`src/rtl/fv_bank_rd_requester.sv`:
```
// fv_bank_rd_requester
// Per-bank read initiator into the FV bank controller. Accepts Edge PE read
// requests, issues them to the bank one at a time, remembers the requester id
// of every granted request in order (tag FIFO), buffers returned lines
// (return FIFO) and hands each line back to its PE tagged with the PE id.
//
// Handshakes: on pe_req and pe_rsp a transfer happens on a rising clk edge
// where valid and ready are both 1; a producer holds valid and its payload
// stable until that edge. On the bank side bank_grant plays the role of
// ready for bank_req_valid/bank_req_addr. pe_req_ready is combinational in
// bank_grant and flush; pe_rsp_valid/data/id come straight from registers.
module fv_bank_rd_requester #(
  parameter int ADDR_W  = 8,
  parameter int DATA_W  = 64,
  parameter int PE_ID_W = 2,
  parameter int MAX_OUT = 4
) (
  input  logic                     clk,
  input  logic                     reset,
  input  logic                     pe_req_valid,
  input  logic [ADDR_W-1:0]        pe_req_addr,
  input  logic [PE_ID_W-1:0]       pe_req_id,
  output logic                     pe_req_ready,
  output logic                     bank_req_valid,
  output logic [ADDR_W-1:0]        bank_req_addr,
  input  logic                     bank_grant,
  input  logic                     bank_rsp_valid,
  input  logic [DATA_W-1:0]        bank_rsp_data,
  output logic                     pe_rsp_valid,
  output logic [DATA_W-1:0]        pe_rsp_data,
  output logic [PE_ID_W-1:0]       pe_rsp_id,
  input  logic                     pe_rsp_ready,
  input  logic                     flush,
  output logic                     flush_done,
  output logic [$clog2(MAX_OUT):0] outstanding,
  output logic                     err_unexp,
  output logic [1:0]               state_dbg
);

  localparam int PW = $clog2(MAX_OUT);
  localparam int CW = PW + 1;

  typedef enum logic [1:0] {
    S_IDLE  = 2'd0,
    S_HOLD  = 2'd1,
    S_DRAIN = 2'd2
  } state_t;

  state_t              state_q;
  state_t              state_d;

  logic                hold_valid;
  logic [ADDR_W-1:0]   hold_addr;
  logic [PE_ID_W-1:0]  hold_id;

  logic [CW-1:0]       cnt;

  logic [PE_ID_W-1:0]  tag_mem [MAX_OUT];
  logic [PW-1:0]       tag_wr;
  logic [PW-1:0]       tag_rd;
  logic [CW-1:0]       tag_cnt;

  logic [PE_ID_W-1:0]  ret_id_mem   [MAX_OUT];
  logic [DATA_W-1:0]   ret_data_mem [MAX_OUT];
  logic [PW-1:0]       ret_wr;
  logic [PW-1:0]       ret_rd;
  logic [CW-1:0]       ret_cnt;

  logic                req_accept;
  logic                bank_take;
  logic                tag_empty;
  logic                tag_push;
  logic                tag_pop;
  logic                ret_push;
  logic                ret_pop;
  logic                drained;

  // Credit is reserved at acceptance, so both FIFOs plus the hold register can
  // never hold more than MAX_OUT entries; no full checks are needed on push.
  // Ready is also forced low while reset is asserted so every output reads 0.
  assign pe_req_ready = reset
                      & (cnt < CW'(MAX_OUT))
                      & (~hold_valid | bank_grant)
                      & (state_q != S_DRAIN)
                      & ~flush;

  assign req_accept = pe_req_valid & pe_req_ready;
  assign bank_take  = hold_valid & bank_grant;
  assign tag_empty  = (tag_cnt == '0);
  assign tag_push   = bank_take;
  assign tag_pop    = bank_rsp_valid & ~tag_empty;
  assign ret_push   = tag_pop;
  assign ret_pop    = pe_rsp_valid & pe_rsp_ready;
  assign drained    = ~hold_valid & tag_empty & (ret_cnt == '0);

  assign bank_req_valid = hold_valid;
  assign bank_req_addr  = hold_addr;
  assign pe_rsp_valid   = (ret_cnt != '0);
  assign pe_rsp_data    = pe_rsp_valid ? ret_data_mem[ret_rd] : '0;
  assign pe_rsp_id      = pe_rsp_valid ? ret_id_mem[ret_rd]   : '0;
  assign outstanding    = cnt;
  assign state_dbg      = state_q;

  // FSM state register.
  always_ff @(posedge clk or negedge reset) begin
    if (!reset) state_q <= S_IDLE;
    else        state_q <= state_d;
  end

  // FSM next state and the one-cycle drain-complete pulse.
  always_comb begin
    state_d    = state_q;
    flush_done = 1'b0;
    case (state_q)
      S_IDLE: begin
        if (flush)           state_d = S_DRAIN;
        else if (req_accept) state_d = S_HOLD;
      end
      S_HOLD: begin
        if (flush)                         state_d = S_DRAIN;
        else if (bank_take && !req_accept) state_d = S_IDLE;
      end
      S_DRAIN: begin
        if (drained) begin
          flush_done = 1'b1;
          state_d    = S_IDLE;
        end
      end
      default: state_d = S_IDLE;
    endcase
  end

  // Hold register: loads on accept, empties when the bank grants it.
  always_ff @(posedge clk or negedge reset) begin
    if (!reset) begin
      hold_valid <= 1'b0;
      hold_addr  <= '0;
      hold_id    <= '0;
    end else if (req_accept) begin
      hold_valid <= 1'b1;
      hold_addr  <= pe_req_addr;
      hold_id    <= pe_req_id;
    end else if (bank_take) begin
      hold_valid <= 1'b0;
    end
  end

  // Credit counter: up on PE accept, down on PE response handshake.
  always_ff @(posedge clk or negedge reset) begin
    if (!reset) begin
      cnt <= '0;
    end else begin
      case ({req_accept, ret_pop})
        2'b10:   cnt <= cnt + CW'(1);
        2'b01:   cnt <= cnt - CW'(1);
        default: cnt <= cnt;
      endcase
    end
  end

  // Tag FIFO pointers and occupancy (push on grant, pop on bank response).
  always_ff @(posedge clk or negedge reset) begin
    if (!reset) begin
      tag_wr  <= '0;
      tag_rd  <= '0;
      tag_cnt <= '0;
    end else begin
      if (tag_push) tag_wr <= tag_wr + PW'(1);
      if (tag_pop)  tag_rd <= tag_rd + PW'(1);
      case ({tag_push, tag_pop})
        2'b10:   tag_cnt <= tag_cnt + CW'(1);
        2'b01:   tag_cnt <= tag_cnt - CW'(1);
        default: tag_cnt <= tag_cnt;
      endcase
    end
  end

  // Tag FIFO storage: requester id of each granted request, in grant order.
  always_ff @(posedge clk) begin
    if (tag_push) tag_mem[tag_wr] <= hold_id;
  end

  // Return FIFO pointers and occupancy (push on matched response, pop on PE handshake).
  always_ff @(posedge clk or negedge reset) begin
    if (!reset) begin
      ret_wr  <= '0;
      ret_rd  <= '0;
      ret_cnt <= '0;
    end else begin
      if (ret_push) ret_wr <= ret_wr + PW'(1);
      if (ret_pop)  ret_rd <= ret_rd + PW'(1);
      case ({ret_push, ret_pop})
        2'b10:   ret_cnt <= ret_cnt + CW'(1);
        2'b01:   ret_cnt <= ret_cnt - CW'(1);
        default: ret_cnt <= ret_cnt;
      endcase
    end
  end

  // Return FIFO storage: {id, line} pairs waiting for the PE.
  always_ff @(posedge clk) begin
    if (ret_push) begin
      ret_id_mem[ret_wr]   <= tag_mem[tag_rd];
      ret_data_mem[ret_wr] <= bank_rsp_data;
    end
  end

  // Sticky flag: a bank response arrived with no granted request to match it.
  always_ff @(posedge clk or negedge reset) begin
    if (!reset)                          err_unexp <= 1'b0;
    else if (bank_rsp_valid && tag_empty) err_unexp <= 1'b1;
  end

endmodule

```
`config.mk`:
```
export PLATFORM = sky130hd
export DESIGN_NAME = fv_bank_rd_requester
export DESIGN_NICKNAME = d
export VERILOG_FILES = /design/src/rtl/fv_bank_rd_requester.sv
export SDC_FILE = /design/constraint.sdc
export NUM_CORES = 1
export LEC_CHECK = 0
export CAP_MARGIN = 0
export CORE_MARGIN = 4
export CORE_UTILIZATION = 40
export CTS_CLUSTER_SIZE = 10
export DETAILED_ROUTE_END_ITERATION = 8
export PLACE_DENSITY = 0.64
export SLEW_MARGIN = 20
export SYNTH_ARGS = -nofsm -noshare
export SYNTH_HDL_FRONTEND = slang
export SYNTH_SLANG_ARGS = --single-unit
export TNS_END_PERCENT = 30
```
`constraint.sdc`:
```
create_clock -name clk -period 8.5 [get_ports clk]
set_clock_uncertainty 0.05 [all_clocks]
set_input_delay 1.7 -clock clk [delete_from_list [all_inputs] [get_ports clk]]
set_output_delay 1.7 -clock clk [all_outputs]
set_load 0.01 [all_outputs]
```
==> summary.txt <==
Final layout
  • Antenna diodes: 0
  • FILL cells: between 2000 and 2500
  • Final Util: 0.513
  • Layout area overhead: 26.0%
  • Share of cells above drive strength 1: 0.179
  • Fin nets: between 800 and 900
  • Final Cell Area: 14800 um2
  • Fin cells: approximately 1100

Timing
  • Max-slew violation count: 0
  • Setup TNS Final: 0 ps
  • Min Tclk post-route: 5280 ps
  • Slew HR: 0.282
  • Smallest hold slack: 418 ps
  • Worst Max-Slew Pin Slew: between 1000 and 1500 ps
  • RSZ-0062 raised after global routing: no
  • Max Freq: between 150 and 200 MHz
  • Final-report hold violation count: 0
  • Final Setup Violations: 0
  • Fin worst setup slack: roughly 3200 ps
  • Period utilization: 0.621

Worst hold path
  • Hold depth: 1
  • HP Start: tag_cnt[2]$_DFFE_PN0P_
  • Worst-case hold path end point: tag_cnt[2]$_DFFE_PN0P_
  • Min-delay worst type: flip-flop to flip-flop

Clock network
  • Clock Latency Late Sink: ~480 ps
  • Cts bufs inserted: 36
  • Root buffer cell: clkbuf_16
  • CTS clk-pin slew, worst paths: around 50 ps
  • Postcts setup bufs: 0
  • Cts repair resizes: 0
  • CTS Hold Bufs: 0
  • CTS tree: done
  • CTS sink cnt: between 300 and 400
  • Bufs on Longest Clock Path: 3
  • H-tree depth: 2

Critical path
  • Worst Path Required: 6750 ps
  • FF-to-FF End: outstanding[2]$_DFFE_PN0P_
  • Startpoint class of the critical path: input port
  • Crit path DAT: approximately 3500 ps
  • CP bufs+invs: 3
  • Worst-path cell chain: clkdlybuf4s50_1 > buf_4 > nor3b_1 > and3_1 > clkdlybuf4s50_1
  • Crit Path Class: input port to primary output
  • Crit-path most repeated cell: clkdlybuf4s50_1
  • Slack of the worst reg-to-reg path: ~5800 ps
  • CP max stage delay: approximately 540 ps
  • CP Capture Type: primary output
  • Reg2reg path depth: 7
  • R2R Path Start: outstanding[2]$_DFFE_PN0P_
  • Slowest cell on the critical path: clkdlybuf4s50_1
  • CP delay by family, top: buffers and inverters
  • Crit-path max FO: 32

Power and ir drop
  • Peak VDD IR: roughly 0.2 mV
  • Design Power: between 5 and 6 mW
  • Leak: around 5.0 nW
  • Power Dens Cells: around 360 nW/um2

Synth
  • Avg Inst Size Synth: between 20 and 25 um2
  • Net count of the mapped netlist: about 640
  • Sequential share of the synthesized area: 0.761
  • Post-Syn Instances: roughly 550
  • Post-synth cell types: 32
  • Syn. warnings: 0
  • Yosys reg bits: slightly above 300
  • Cell area after synthesis: between 10000 and 15000 um2

Global route
  • Pin count of the biggest net entering global routing: 68
  • GRT Util Overall: 0.139
  • Vias in the first global route: roughly 6300
  • Global route total overflow: 0
  • First-pass GRT wire length: between 30000 and 40000 um
  • Initial antenna violation count: 1

Die
  • Io pins: approximately 170
  • Height of the die: between 150 and 200 um
  • Starting Density: 0.407
  • Core Footprint: 28900 um2
  • Die extent in x: roughly 180 um
  • Die area: between 30000 and 40000 um2
  • Rows: 62

Route
  • Drt wl/cell: 19.8 um
  • DR vias: 5668
  • Drt drc: 0
  • Total routed wirelength: approximately 22000 um
  • Iteration-0 DRC Markers: approximately 420
  • Post-route antenna net violation count: 0
  • DRT Pass-1 Iters: 4
  • Average vias per placed instance: approximately 5.0

Run
  • Max cap viols: 0

Placement
  • Pre-CTS setup slack: between 3000 and 4000 ps
  • Port Buf Inserts: approximately 160
  • Routability Congestion: between 0.7 and 0.8
  • Placed inst area: between 10000 and 15000 um2
  • DP Wirelength: roughly 13000 um
  • Dpl cells: 1073

Outcome
  • Outcome: finished, final reports clean
## final cells by class
class / count / area (um2) / share of cell area
Tap cell: 384 / 480 / 0.0324
Clock inverter: 1 / 5.00 / 0.000338
Timing Repair Buffer: 170 / 1740 / 0.117
Inverter: 10 / 37.5 / 0.00254
Sequential cell: 303 / 8950 / 0.605
Clock buffer: 50 / 975 / 0.0658
Multi-Input combinational cell: 209 / 2620 / 0.177
## routing by layer
metal / track usage / up-vias / share of wire
met1: 0.181 / 2926 / 0.42
met2: 0.234 / 182 / 0.50
li1: - / 2521 / -
met4: 0.0360 / 2 / 0.017
met3: 0.0354 / 37 / 0.064
met5: 0 / - / 0.00031
## synth_stat cells, drive strengths merged
| master | number | area share |
|---|---|---|
| mux4 | 68 | 0.13 |
| nor2 | 3 | 0.00096 |
| a211oi | 1 | 0.00064 |
| nand3 | 1 | 0.00043 |
| and2 | 71 | 0.038 |
| clkbuf | 7 | 0.0022 |
| buf | 17 | 0.012 |
| o21bai | 1 | 0.00064 |
| edfxtp | 272 | 0.69 |
| nand2b | 2 | 0.0011 |
| o22ai | 1 | 0.00053 |
| nand4 | 1 | 0.00053 |
| xor2 | 6 | 0.0045 |
| fa | 3 | 0.0051 |
| inv | 10 | 0.0032 |
| dfrtp | 31 | 0.066 |
| and3 | 5 | 0.0027 |
| nor3b | 1 | 0.00064 |
| xnor2 | 9 | 0.0067 |
| or3 | 2 | 0.0011 |
| ha | 11 | 0.012 |
| mux2 | 13 | 0.012 |
| mux2i | 1 | 0.00085 |
| nor3 | 1 | 0.00043 |
| o21ai | 1 | 0.00043 |
| nor4 | 1 | 0.00053 |
| nand2 | 6 | 0.0019 |
## worst register-to-register path: cells and delay by family, from the launching register on
kind | cells | cell delay (ps)
AND/OR/NAND/NOR | 3 | 940
flip-flops | 1 | 410
XOR/XNOR | 2 | 290
adder cells (fa/ha/maj) | 2 | 910
## power by group
part	switching [mW]	leakage [nW]	internal, mW	total [mW]
Clock	0.516	0.475	0.786	1.30
Sequential	0.233	2.87	1.98	2.22
Combinational	0.725	1.63	1.05	1.78
## cell usage in the layout, fill, tap and decap left out, types with 2 or more instances in the layout
master           synthesis  routed
and2_4                   0       4
and3_1                   5       5
edfxtp_1               272     272
nand2b_1                 2       2
dfrtp_1                 31      29
mux4_2                  68      68
buf_4                    2       3
and2_1                  71      67
clkbuf_16                0      37
clkbuf_1                 7      13
clkdlybuf4s50_1          0     164
nand2_1                  6       6
nor2_1                   3       3
fa_1                     3       3
buf_16                   0       2
mux2_2                  13      13
xnor2_1                  9       9
xor2_1                   6       6
dfrtp_4                  0       2
ha_1                    11      11
inv_1                    9       9
## logic make-up (layout without fill, tap and decap cells)
kind of cell	Yosys count	in the layout	synth area share
buffers and inverters	34	231	0.0171
adder cells (fa/ha/maj)	14	14	0.0168
AND/OR/NAND/NOR	94	94	0.0480
flip-flops	303	303	0.761
XOR/XNOR	15	15	0.0112
AO/OA/AOI/OAI	4	4	0.00224
multiplexers	82	82	0.144
## worst max-delay path by stage
stage                          startpoint                            to  slack (ps)  cells past startpoint
global placement                    reset                  pe_req_ready        3210                      5
CTS                                 reset                  pe_req_ready        3190                      5
detailed placement                  reset                  pe_req_ready        3210                      5
global route        ret_rd[0]$_DFFE_PN0P_               pe_rsp_data[24]        3040                      4
finish                              reset                  pe_req_ready        3220                      5
floorplan                  bank_rsp_valid  ret_data_mem[0][0]$_DFFE_PP_        4540                      3
## flip-flops by register name, indices dropped and copies added, names as in the netlist
name and count:
bank_req_addr 8, bank_req_valid 1, err_unexp 1, hold_id 2, outstanding 3, ret_cnt 3
ret_data_mem 256, ret_id_mem 8, ret_rd 2, ret_wr 2, state_dbg 2, tag_cnt 3
tag_mem 8, tag_rd 2, tag_wr 2
Power figures use the tool's default switching activity.
